`src/rtl/mux8_to_1.sv`:
```
// Registered 8-way selector for the mini CPU datapath: one of seven sources
// (or a fixed default for the unused code) is captured into Y every clock.
module mux8_to_1 #(
   parameter int unsigned WIDTH         = 8,
   parameter logic [63:0] DEFAULT_VALUE = 64'd0
) (
   input  logic             Clk,
   input  logic             Reset,
   input  logic [WIDTH-1:0] A,
   input  logic [WIDTH-1:0] B,
   input  logic [WIDTH-1:0] C,
   input  logic [WIDTH-1:0] D,
   input  logic [WIDTH-1:0] E,
   input  logic [WIDTH-1:0] F,
   input  logic [WIDTH-1:0] G,
   input  logic [2:0]       Sel,
   output logic [WIDTH-1:0] Y
);

   localparam int unsigned   SEL_W     = 3;
   localparam logic [WIDTH-1:0] DEFAULT_Y = WIDTH'(DEFAULT_VALUE);

   logic [WIDTH-1:0] y_d;
   logic [WIDTH-1:0] y_q;

   // Source selection; the default branch also absorbs X/Z on Sel.
   always_comb begin
      y_d = DEFAULT_Y;
      case (Sel)
         SEL_W'(0): y_d = A;
         SEL_W'(1): y_d = B;
         SEL_W'(2): y_d = C;
         SEL_W'(3): y_d = D;
         SEL_W'(4): y_d = E;
         SEL_W'(5): y_d = F;
         SEL_W'(6): y_d = G;
         default:   y_d = DEFAULT_Y;
      endcase
   end

   always_ff @(posedge Clk or posedge Reset) begin
      if (Reset) begin
         y_q <= '0;
      end else begin
         y_q <= y_d;
      end
   end

   assign Y = y_q;

endmodule

```
`config.mk`:
```
export PLATFORM = sky130hd
export DESIGN_NAME = mux8_to_1
export DESIGN_NICKNAME = d
export VERILOG_FILES = /design/src/rtl/mux8_to_1.sv
export SDC_FILE = /design/constraint.sdc
export NUM_CORES = 1
export LEC_CHECK = 0
export CAP_MARGIN = 20
export CORE_MARGIN = 5
export CORE_UTILIZATION = 35
export DETAILED_ROUTE_END_ITERATION = 6
export PLACE_DENSITY = 0.86
export REMOVE_ABC_BUFFERS = 1
export SYNTH_ARGS = -nofsm -noshare
export SYNTH_HDL_FRONTEND = slang
export SYNTH_SLANG_ARGS = --single-unit
```
`constraint.sdc`:
```
create_clock -name Clk -period 0.86 [get_ports Clk]
set_input_delay 0.172 -clock Clk [delete_from_list [all_inputs] [get_ports Clk]]
set_output_delay 0.172 -clock Clk [all_outputs]
set_load 0.05 [all_outputs]
```
# After elaboration in Yosys (flattened, before gate mapping)
# Index checks and enable logic that the tools add are counted.
dict set report op_classes {
  eq_ne 6
  n_mux 1
  reduce_logical 1
}
# operator count
set op_table {}
lappend op_table {{$pmux 8 s7} 1}
lappend op_table {{$eq 3x3->1 const B} 3}
lappend op_table {{$eq 3x2->1 const B} 2}
lappend op_table {{$eq 3x1->1 const B} 1}
lappend op_table {{$logic_not 3->1} 1}
dict set report totals {
  register_bits 8
  input_bits 61
  output_inout_bits 8
  word_cells 9
}

# Depth between registers and ports, before layout
dict set report depth {
  depth_word 2
  mapped_depth 5
  ltp_nobuf 3
}

# Worst setup path before layout
# No wires, ideal clock.
dict set report synth_path {
  path_kind {input to register}
  start {in Sel[0]}
  end {reg y_q[1] (netlist: Y[1])}
  setup_time_ns 0.132
  arrival_time_ns 0.852
  required_ns 0.728
  setup_slack_ns -0.125
  path_stages 4
  n_path_buf 1
  path_cell_list {buf_6 > mux2_2 > a211oi_2 > o21ai_1}
}
dict set report synth_between {
  elab_chain_len 2
  elab_cells_between_ends 8
  classes_between {eq/ne: 6; mux: 1; reduce/logical: 1}
}
# element line
set synth_lines {}
lappend synth_lines {{start, declared} 16} ;# input logic [2:0] Sel,
lappend synth_lines {{$eq 3x3->1 (tied with other cells)} 29} ;# case (Sel)
lappend synth_lines {{$pmux 8 s7 (*)} 29}
lappend synth_lines {{via y_d[1]} 23} ;# logic [WIDTH-1:0] y_d;
lappend synth_lines {{end signal, assigned} 45} ;# y_q <= y_d;
lappend synth_lines {{end, declared} 24} ;# logic [WIDTH-1:0] y_q;
# Mark *: on every way through the listed nets, which the timed path passes. The rest lies on a longest branch.

# Final worst setup path
dict set report layout_path {
  start {reg y_q[4] (netlist: Y[4])}
  end {out Y[4]}
}
# element line
set layout_rtl {}
lappend layout_rtl {{end, declared} 17} ;# output logic [WIDTH-1:0] Y
# No word-level cell between the ends.

==> flow_metrics.py <==
metrics = {
    "global_routing": {
        "track_usage_pct": 19.1,
        "grt_pass1_vias": 1016,
        "overflow": 0,
        "grt_pass1_wl_um": 4890,
        "antenna_found_initial": 0,
        "grt_max_degree": 18,
    },
    "status": {
        "violations": "negative setup slack",
        "status": "finished, violations left",
    },
    "logic_synthesis": {
        "ys_ff_latch": 8,
        "syn_avg_cell_area_um2": 10.3,
        "synth.yosys.seq_area_share_pct": 23.7,
        "synth_area_leaders": "dfrtp_1, mux2i_1, and4b_1",
        "synthArstFlopShare_pct": 100,
        "synth_cells": 82,
        "syn_area_um2": 845,
        "synth_common_cells": "mux2i_1, and4b_1, dfrtp_1",
        "synth_edf_count": 0,
        "ys_types": 26,
        "yosysTopAreaCell": "dfrtp_1",
        "synthFlopType": "dfrtp_1",
        "synth_top_area_share_pct": 23.7,
        "synth.most_common_cell": "mux2i_1",
        "ys.warnings.count": 0,
    },
    "critical_path": {
        "arrival_ns": 0.83,
        "cp_slowest_cell": "dfrtp_1",
        "cp_cell_sequence": "buf_12",
        "crit_family": "flip-flops",
        "cp-startpoint": "Y[4]",
        "crit_path_end_kind": "output port",
        "worstSetupPathType": "reg2out",
        "cp.required_ns": 0.69,
        "crit_fanout": 1,
        "crit_buf_inv": 1,
        "slowest_delay_ns": 0.41,
        "cp-start-kind": "register",
    },
    "power_and_ir_drop": {
        "p_seq_share_pct": 27.3,
        "leakagePower_nw": 0.922,
        "power_frac_comb_pct": 55.3,
        "power.internal_mw": 1.12,
        "p_sw_share_pct": 32.7,
        "power.total_mw": 1.67,
        "ir_worst_vdd_v": 0.000678,
        "p_per_area_mw_per_mm2": 943,
        "clkPwrFrac_pct": 17.4,
        "p_switching_mw": 0.546,
    },
    "layout": {
        "syn2layout_area_growth_pct": 110,
        "largest_reg_flops": 8,
        "drive_gt1_share_pct": 28.5,
        "fin_util_pct": 78.5,
        "fin_nets": 221,
        "num_antenna_cells": 0,
        "instances_no_fill": 186,
        "fillers": 159,
        "final_area_mm2": 0.00177,
    },
    "clock_tree": {
        "ctsRootBufferMaster": "clkbuf_4",
        "cts_tree": "done",
        "clkSlewWorstSetupHoldPaths_ns": 0.05,
        "numCtsBuffers": 3,
        "htreeDepth": 1,
        "clk_path_buf_depth": 2,
        "cts.sinks": 8,
    },
    "floorplan": {
        "core_mm2": 0.00225,
        "rows": 17,
        "dieArea_mm2": 0.00350,
        "fp.dieW_um": 59.1,
        "die_height_um": 59.1,
        "start_util_pct": 37.5,
        "io_pins": 69,
    },
    "routing": {
        "dr.max_layer_used": "met4",
        "wl_met1_um": 1130,
        "wl_um": 3130,
        "num_vias": 965,
        "dr.pass1.iters": 4,
        "antenna_left": 0,
        "wl_met2_um": 1730,
        "wl_met3_um": 205,
        "drc": 0,
        "first_iter_violations": 10,
        "wire_per_inst_um": 16.8,
        "viasPerCell": 5.19,
    },
    "sta": {
        "clock.fmax_ghz": 0.997,
        "setup_slack_ns": -0.143,
        "slew_violations": 0,
        "timing.slew.headroom_pct": 79.0,
        "finalSetupViolCount": 9,
        "finalHoldViolations": 0,
        "min_period_ns": 1.00,
        "whs_ns": 0.173,
        "finalSetupTns_ns": -1.00,
        "rsz0062_at_grt": "true",
        "finalCritPeriodShare_pct": 117,
        "tightest_slew_ns": 0.315,
    },
    "placed_design": {
        "dp_hpwl_um": 2400,
        "place_area_mm2": 0.00165,
        "dp_slack_ns": -0.694,
        "gp_congestion": 0.828,
        "io_buffers": 68,
        "placed_cells": 179,
    },
    "min_path": {
        "hp-class": "in2async",
    },
    "job": {
        "cap_violations": 0,
    },
}
power by group through the flow:
stage / clock, mW / sequential (mW) / combinational (mW)
after global placement: 0 / 0.460 / 0.899
after global routing: 0.327 / 0.460 / 0.977
after floorplan: 0 / 0.589 / 0.193
final: 0.291 / 0.456 / 0.923
after CTS: 0.297 / 0.454 / 0.910
after detailed placement: 0 / 0.461 / 0.915
path summary, 6_finish.rpt:
| kind | cells past startpoint | end |
|---|---|---|
| setup / recovery | 1 | Y[4] |
| hold / removal | 2 | Y[5] |
| max in group asynchronous | 2 | Y[0] |
| min in group Clk | 3 | Y[4] |
timing repair:
item	4_1_cts	5_1_grt
pin swaps	16	10
cloned	2	0
endpoints found under the setup margin	16	16
gates resized for setup	53	22
setup buffers	1	1
hold buffers	0	0
cell usage in the layout, fill, tap and decap left out, drive strengths merged, types with 3 or more instances in the layout:
cell type       n
and4b           8
o21a            4
a31oi           3
a211oi          4
clkdlybuf4s50  19
mux2i          14
nand3b          5
dlygate4sd2    25
a22o            3
or2             3
mux2            6
o21ai           4
buf            25
dlymetal6s2s   13
nand2           3
clkbuf          3
dfrtp           8
area by class of cell:
class | count | area [um^2] | share of cell area, %
Timing Repair Buffer | 82 | 910 | 51.4
Multi-Input combinational cell | 64 | 599 | 33.9
Sequential cell | 8 | 200 | 11.3
Tap cell | 28 | 35.0 | 1.98
Clock buffer | 3 | 22.5 | 1.27
Inverter | 1 | 3.75 | 0.212
routing by layer:
| layer | vias to the layer above | track usage [%] |
|---|---|---|
| met3 | 7 | 5.23 |
| met2 | 37 | 36.0 |
| met5 | - | 0 |
| met4 | 0 | 9.39 |
| li1 | 465 | - |
| met1 | 456 | 18.9 |
logic make-up (layout without fill, tap and decap cells):
| group | Yosys count | after routing | synth area share [%] |
|---|---|---|---|
| DFF | 8 | 8 | 23.7 |
| muxes | 20 | 20 | 26.4 |
| buffers and inverters | 10 | 86 | 8.15 |
| AOI/OAI and AO/OA | 20 | 20 | 20.0 |
| and+or+nand+nor | 24 | 24 | 21.8 |
Power figures use the tool's default switching activity.
